<file path="config.mk">
export PLATFORM = sky130hd
export DESIGN_NAME = xor_shift_inv_flat
export DESIGN_NICKNAME = d
export VERILOG_FILES = /design/src/rtl/xor_shift_inv_if.sv /design/src/rtl/xor_shift_inv.sv /design/src/flat_wrapper.sv
export SDC_FILE = /design/constraint.sdc
export NUM_CORES = 1
export LEC_CHECK = 0
export ABC_AREA = 0
export CORE_MARGIN = 10
export CORE_UTILIZATION = 50
export DETAILED_ROUTE_END_ITERATION = 8
export MAX_ROUTING_LAYER = met4
export PLACE_DENSITY_LB_ADDON = 0.08
export SLEW_MARGIN = 20
export SYNTH_ARGS = -nofsm -noshare
export SYNTH_HDL_FRONTEND = slang
export SYNTH_SLANG_ARGS = --single-unit
</file>
<file path="constraint.sdc">
create_clock -name clk -period 4.8 [get_ports clk]
set_input_delay 0.96 -clock clk [delete_from_list [all_inputs] [get_ports clk]]
set_output_delay 0.96 -clock clk [all_outputs]
set_load 0.01 [all_outputs]
</file>
<file path="src/rtl/xor_shift_inv_if.sv">
// Request/result bundle for the xor_shift inverse block.
// The master drives a word and key; the slave returns the recovered word and check flag.
interface xor_shift_inv_if;
  logic        start;
  logic [31:0] H_in;
  logic [3:0]  S;
  logic        busy;
  logic        done;
  logic [31:0] H_out;
  logic        chk_err;

  modport master (
    output start, H_in, S,
    input  busy, done, H_out, chk_err
  );

  modport slave (
    input  start, H_in, S,
    output busy, done, H_out, chk_err
  );
endinterface

</file>
<file path="src/rtl/xor_shift_inv.sv">
// Sequential inverse of the xor_shift round: recovers nibbles 1..7 one per clock,
// then checks that nibble 7 of the processed word is consistent with nibble 0.
module xor_shift_inv (
  input  logic             clk,
  input  logic             rst,
  xor_shift_inv_if.slave   bus
);

  typedef enum logic [1:0] {
    IDLE = 2'd0,
    RUN  = 2'd1,
    DONE = 2'd2
  } state_t;

  state_t      state_q, state_d;
  logic [2:0]  k_q, k_d;
  logic [31:0] f_q, f_d;
  logic [3:0]  s_q, s_d;
  logic [31:0] h_q, h_d;
  logic        err_q, err_d;
  logic        busy_q, busy_d;
  logic        done_q, done_d;

  logic [3:0]  f_nib;

  function automatic logic [3:0] rotr4(input logic [3:0] x, input logic [1:0] r);
    case (r)
      2'd0:    rotr4 = x;
      2'd1:    rotr4 = {x[0],   x[3:1]};
      2'd2:    rotr4 = {x[1:0], x[3:2]};
      default: rotr4 = {x[2:0], x[3]};
    endcase
  endfunction

  assign f_nib = f_q[{k_q, 2'b00} +: 4];

  always_comb begin
    state_d = state_q;
    k_d     = k_q;
    f_d     = f_q;
    s_d     = s_q;
    h_d     = h_q;
    err_d   = err_q;
    busy_d  = busy_q;
    done_d  = 1'b0;
    case (state_q)
      IDLE: begin
        if (bus.start) begin
          f_d     = bus.H_in;
          s_d     = bus.S;
          h_d     = '0;
          err_d   = 1'b0;
          k_d     = '0;
          busy_d  = 1'b1;
          state_d = RUN;
        end
      end
      RUN: begin
        k_d = k_q + 3'd1;
        if (k_q != 3'd7) begin
          // Result nibble k+1 from f_k; rotation amount is floor(k/2) = k[2:1].
          h_d[{k_q + 3'd1, 2'b00} +: 4] = rotr4(f_nib, k_q[2:1]) ^ s_q;
        end else begin
          // rotl4 by 3 equals rotr4 by 1.
          err_d   = (f_q[31:28] != rotr4(f_q[3:0] ^ s_q, 2'd1));
          done_d  = 1'b1;
          state_d = DONE;
        end
      end
      DONE: begin
        busy_d  = 1'b0;
        state_d = IDLE;
      end
      default: begin
        busy_d  = 1'b0;
        state_d = IDLE;
      end
    endcase
  end

  always_ff @(posedge clk) begin
    if (rst) begin
      state_q <= IDLE;
      k_q     <= '0;
      f_q     <= '0;
      s_q     <= '0;
      h_q     <= '0;
      err_q   <= 1'b0;
      busy_q  <= 1'b0;
      done_q  <= 1'b0;
    end else begin
      state_q <= state_d;
      k_q     <= k_d;
      f_q     <= f_d;
      s_q     <= s_d;
      h_q     <= h_d;
      err_q   <= err_d;
      busy_q  <= busy_d;
      done_q  <= done_d;
    end
  end

  assign bus.busy    = busy_q;
  assign bus.done    = done_q;
  assign bus.H_out   = h_q;
  assign bus.chk_err = err_q;

endmodule
</file>
<file path="src/flat_wrapper.sv">
// flat-port wrapper written by rule: the top's interface ports become plain ports
module xor_shift_inv_flat 
  (clk, rst, bus_start, bus_H_in, bus_S, bus_busy, bus_done, bus_H_out, bus_chk_err);
  xor_shift_inv_if bus_i ();
  input  logic clk;
  input  logic rst;
  input wire logic [$bits(bus_i.start)-1:0] bus_start;
  input wire logic [$bits(bus_i.H_in)-1:0] bus_H_in;
  input wire logic [$bits(bus_i.S)-1:0] bus_S;
  output wire logic [$bits(bus_i.busy)-1:0] bus_busy;
  output wire logic [$bits(bus_i.done)-1:0] bus_done;
  output wire logic [$bits(bus_i.H_out)-1:0] bus_H_out;
  output wire logic [$bits(bus_i.chk_err)-1:0] bus_chk_err;
  assign bus_i.start = bus_start;
  assign bus_i.H_in = bus_H_in;
  assign bus_i.S = bus_S;
  assign bus_busy = bus_i.busy;
  assign bus_done = bus_i.done;
  assign bus_H_out = bus_i.H_out;
  assign bus_chk_err = bus_i.chk_err;
  xor_shift_inv u_core (.clk(clk), .rst(rst), .bus(bus_i));
endmodule
</file>
# ---- Word-level counts from Yosys, hierarchy flattened
# Index checks and enable logic that the tools add are counted.
dict set report classes {
  n_addsub 2
  n_eq_ne 8
  shifts 3
  muxes 20
  n_bitwise 3
  reduce_logical 10
}
# operator n
set op_table {}
lappend op_table {{$mux W32} 2}
lappend op_table {{$pmux W32 S2} 1}
lappend op_table {{$bwmux W32} 1}
lappend op_table {{$shift A4 B7 Y32 const A} 1}
lappend op_table {{$shiftx A32 B6 Y4} 1}
lappend op_table {{$shiftx A4 B7 Y32} 1}
lappend op_table {{$mux W4} 4}
lappend op_table {{$pmux W4 S3} 1}
lappend op_table {{$reduce_and A2 Y1} 4}
lappend op_table {{$xor A4 B4 Y4} 2}
lappend op_table {{$neg A5 Y7} 1}
lappend op_table {{$pmux W3 S2} 1}
lappend op_table {{$reduce_and A3 Y1} 2}
lappend op_table {{$eq A2 B1 Y1 const B} 2}
lappend op_table {{$logic_not A2 Y1} 2}
lappend op_table {{$mux W1} 4}
lappend op_table {{$mux W2} 2}
lappend op_table {{$ne A2 B2 Y1 const B} 2}
lappend op_table {{$ne A4 B4 Y1} 1}
lappend op_table {{$pmux W1 S2} 2}
lappend op_table {{$pmux W2 S2} 1}
lappend op_table {{$add A3 B1 Y3 const B} 1}
lappend op_table {{$mux W3} 1}
lappend op_table {{$ne A3 B3 Y1 const B} 1}
lappend op_table {{other kinds (5)} 5}
dict set report word_totals {
  ff_bits 76
  in_bits 39
  elab_cells 54
}

# ---- Depth between registers and ports, before layout
dict set report depth {
  word_depth 9
  mapped_depth 10
}

# ---- Worst setup path after synthesis
# Ideal clock, no wire load.
dict set report synth_timing {
  path_type {reg2reg}
  startpoint {register u_core.k_q[0]}
  endpoint {register u_core.h_q[16], in the netlist u_core.bus.H_out[16]}
  setup_time_ns 0.128
  arrival_ns 2.014
  required_time_ns 4.672
  path_slack_ns 2.658
  stages_incl_launch_ff 11
  synth_period_minus_slack_ns 2.142
  cell_sequence {dfxtp_1 > ha_1 > ha_1 > inv_1 > ha_1 > clkbuf_1 > nand2b_1 > nor4_1 > o22ai_1 > nand2_1 > o21ai_0}
}
dict set report synth_between {
  elab_chain_len 9
  elab_cells_between_ends 15
}
# item line_no
set synth_lines {}
lappend synth_lines {{from (decl)} xor_shift_inv.sv:16} ;# logic [2:0] k_q, k_d;
lappend synth_lines {{from (signal assigned)} xor_shift_inv.sv:93} ;# k_q <= k_d;
lappend synth_lines {{$shiftx A32 B6 Y4} xor_shift_inv.sv:35} ;# assign f_nib = f_q[{k_q, 2'b00} +: 4];
lappend synth_lines {{$pmux W4 S3} xor_shift_inv.sv:27} ;# case (r)
lappend synth_lines {{$mux W4} xor_shift_inv.sv:60} ;# if (k_q != 3'd7) begin
lappend synth_lines {{$mux W4} xor_shift_inv.sv:46} ;# case (state_q)
lappend synth_lines {{$xor A4 B4 Y4} xor_shift_inv.sv:62} ;# h_d[{k_q + 3'd1, 2'b00} +: 4] = rotr4(f_nib, k_q[2:1]) ^ s_q;
lappend synth_lines {{$shiftx A4 B7 Y32} xor_shift_inv.sv:62}
lappend synth_lines {{$bwmux W32} xor_shift_inv.sv:62}
lappend synth_lines {{$mux W32} xor_shift_inv.sv:60}
lappend synth_lines {{$pmux W32 S2} xor_shift_inv.sv:46}
lappend synth_lines {{to (signal assigned)} xor_shift_inv.sv:87} ;# h_q <= '0;
lappend synth_lines {{to (signal assigned)} xor_shift_inv.sv:96} ;# h_q <= h_d;
lappend synth_lines {{to (decl)} xor_shift_inv.sv:19} ;# logic [31:0] h_q, h_d;
# Parallel ways exist; a longest one is shown, timed or not. The select of a mux whose other input is x is not followed.
# A chain may end at the register's enable or synchronous reset.

# ---- Worst setup path in the final report
dict set report layout_timing {
  startpoint {register u_core.k_q[0]}
  endpoint {register u_core.h_q[9], in the netlist u_core.bus.H_out[9]}
}
# Same word-level chain as after synthesis.

==> metrics.txt <==
status=completed; Mapped Avg Cell Area=8.61 um^2; antenna diode count=0; PD cells=329 mW/mm^2; Hold Vio Cnt, Final=0; Mapped Area=0.00318 mm^2; Leakage=0.00149 uW; CTS Buf Count=9; worst min path class=flip-flop to flip-flop; RSZ-0062 raised after global routing=false; Slew Limit Fails=0; dpl hpwl=5.51 mm; Setup Skew=6.62 ps; Initial Utilization=50.7%; Slew headroom=35.9%; Crit path top cell by count=ha_1; worst-margin pin slew=960 ps; post-cts sizing count=0; maxcap violations=0; vias per cell=5.19; min cycle time layout=2930 ps; Synth Instances=370; RR Startpoint=u_core.k_q[0]; number of nets still failing antenna checks after routing=0; WP buf/inv=1; Total GRT Usage=15.8%; largest net degree at the start of global routing=52; Post-Syn Nets=415; Syn-to-layout area delta=30.5%; worst endpoint required time=5070 ps; total power draw=1370 uW; final setup vio count=0; Fill cells=551; first-pass GRT wire length=12.6 mm; most frequent cells in the layout=114 x nand2_1, 76 x dfxtp_1, 73 x clkdlybuf4s50_1; die area=0.00996 mm^2; IO Pins=74; CP Capture Type=flip-flop; WS Path Type=flip-flop to flip-flop; most common cell after layout, fill and taps aside=nand2_1; Cell Rows=29; share of layout cells above drive strength 1=7.67%; Buffers on Ports=73; Synth Register Bits=76; Worst-path clk slew=80 ps; Core Region=0.00628 mm^2; Clock Tree Buf Depth=2; drt pass-1 iters=4; CP delay by family, top=flip-flops; DRC=0; post-synthesis sequential area ratio=47.8%; H-tree depth=3; total grt overflow=0; Arrival @ worst endpoint=3200 ps; HP Start=u_core.bus.H_out[7]; drt wl/cell=14.7 um; setup_tns=0 ps; Root Driver=clkbuf_8; Iteration-0 DRC Markers=70; Yosys cell types=38; routability-driven placement congestion ratio=0.908; Max Clk Rate=342 MHz; CP Launch Point=u_core.k_q[0]; Finished Layout Cells=520; Critical Path, Cell by Cell=ha_1 > ha_1 > inv_1 > ha_1 > nand2b_1 > nor3_1 > nand4_1 > o21ai_0; Startpoint Class=flip-flop; Peak VDD IR=0.207 mV; critical path peak fanout=19; post-CTS setup buffers=0; DP Cell Count=504; Yosys Warn Count=0; CTS tree=yes; vias in the first global route=2,684; max incr delay on CP=960 ps; vias post-DR=2,700; die height=99.8 um; worst skew pair latency=350 ps; initial antenna violation count=0; drt total wl=7.65 mm; Die W=99.8 um; Critical Path Slowest Stage Cell=dfxtp_1; Post-CTS Hold Fix Bufs=0; Final Cycle Share=61.0%; nets@finish=483; Clock Sink Count=76
==> worst paths after layout <==
check / endpoint / slack, ps / cells after the start
worst min-delay path: u_core.bus.H_out[7] / 450 / 2
worst max register to register: u_core.bus.H_out[9] / 1870 / 8
worst max-delay path: u_core.bus.H_out[9] / 1870 / 8
worst min register to register: u_core.bus.H_out[7] / 450 / 2
==> where the power goes <==
group / switching (uW) / internal (uW) / leakage (uW)
registers: 21.6 / 652 / 0.000619
logic: 86.3 / 76.3 / 0.000766
clock network: 239 / 291 / 0.000109
==> worst min-delay path, delay by kind of cell (launching register included) <==
kind	cells	cell delay, ps
flip-flops	1	310
AND/OR/NAND/NOR	1	50
AO/OA/AOI/OAI	1	50
==> cells by family (layout without fill, tap and decap cells) <==
family	after synthesis	in the layout	share of synthesized area, %
AND/OR/NAND/NOR	153	153	20.2
AO/OA/AOI/OAI	83	83	14.1
flip-flops	76	76	47.8
buffers and inverters	23	96	3.65
multiplexers	17	17	7.70
XOR/XNOR	12	12	4.24
adder cells (fa/ha/maj)	6	6	2.36
==> state kept, by name, summed over array words and instances (netlist names) <==
register            cells
u_core.k_q              3
u_core.bus.chk_err      1
u_core.bus.done         1
u_core.f_q             32
u_core.s_q              4
u_core.bus.busy         1
u_core.state_q          2
u_core.bus.H_out       32
==> layer usage <==
metal  vias to the layer above  wire length [um]  global-route usage [%]
met5                         -                 0                       -
met4                         0                96                    5.95
met3                        11               432                    4.12
met2                        72              3710                    25.9
met1                      1237              3410                    18.0
li1                       1380                 -                       -
==> Yosys cell counts <==
cell type    n  area share (%)
o21ai_1     16             2.5
nor3b_1      4            0.94
clkbuf_1    13             1.5
nand2_1    114              13
and2b_1      1            0.24
mux4_2       5             3.5
nand2b_1     3            0.59
a21oi_1     36             5.7
buf_6        1            0.35
buf_4        1            0.24
nor4_1       2            0.39
nor2_1      14             1.7
and3b_1      1            0.28
nor3_1       3            0.47
mux2i_1     11             3.5
buf_2        2            0.31
inv_1        4            0.47
o21ba_2      1            0.31
and3_1       1            0.20
nor2b_1      2            0.39
o21bai_1     1            0.24
nand3_1      4            0.63
o22ai_1      8             1.6
dfxtp_1     76              48
nand4_1      2            0.39
o21ai_0     17             2.7
or2_2        1            0.20
buf_1        1            0.12
xor2_1       4             1.1
a22oi_1      2            0.47
mux2i_4      1            0.71
xor2_2       4             2.0
nor3b_2      1            0.39
o211ai_2     1            0.39
ha_1         6             2.4
a211oi_1     1            0.24
xnor2_1      4             1.1
buf_12       1            0.63
==> final cells by class <==
type	instances	area [um^2]	share of cell area, %
Clock inverter	7	91.3	2.20
Sequential cell	76	1520	36.6
Clock buffer	9	124	2.98
Tap cell	77	96.3	2.32
Multi-Input combinational cell	271	1550	37.4
Inverter	4	15.0	0.361
Timing Repair Buffer	76	753	18.1
==> per-stage QoR <==
| step | worst slack [ps] | hold slack [ps] | utilization (%) | cell area [um^2] |
|---|---|---|---|---|
| floorplan | 2660 | 433 | - | 3180 |
| detailed placement | 1780 | 441 | 62.8 | 3940 |
| CTS | 1870 | 454 | 66.2 | 4160 |
| finish | 1870 | 450 | 66.2 | 4160 |
| global placement | 1850 | 434 | 62.7 | 3940 |
| global route | 1570 | 477 | 66.2 | 4160 |
(Power assumes the default switching activity.)
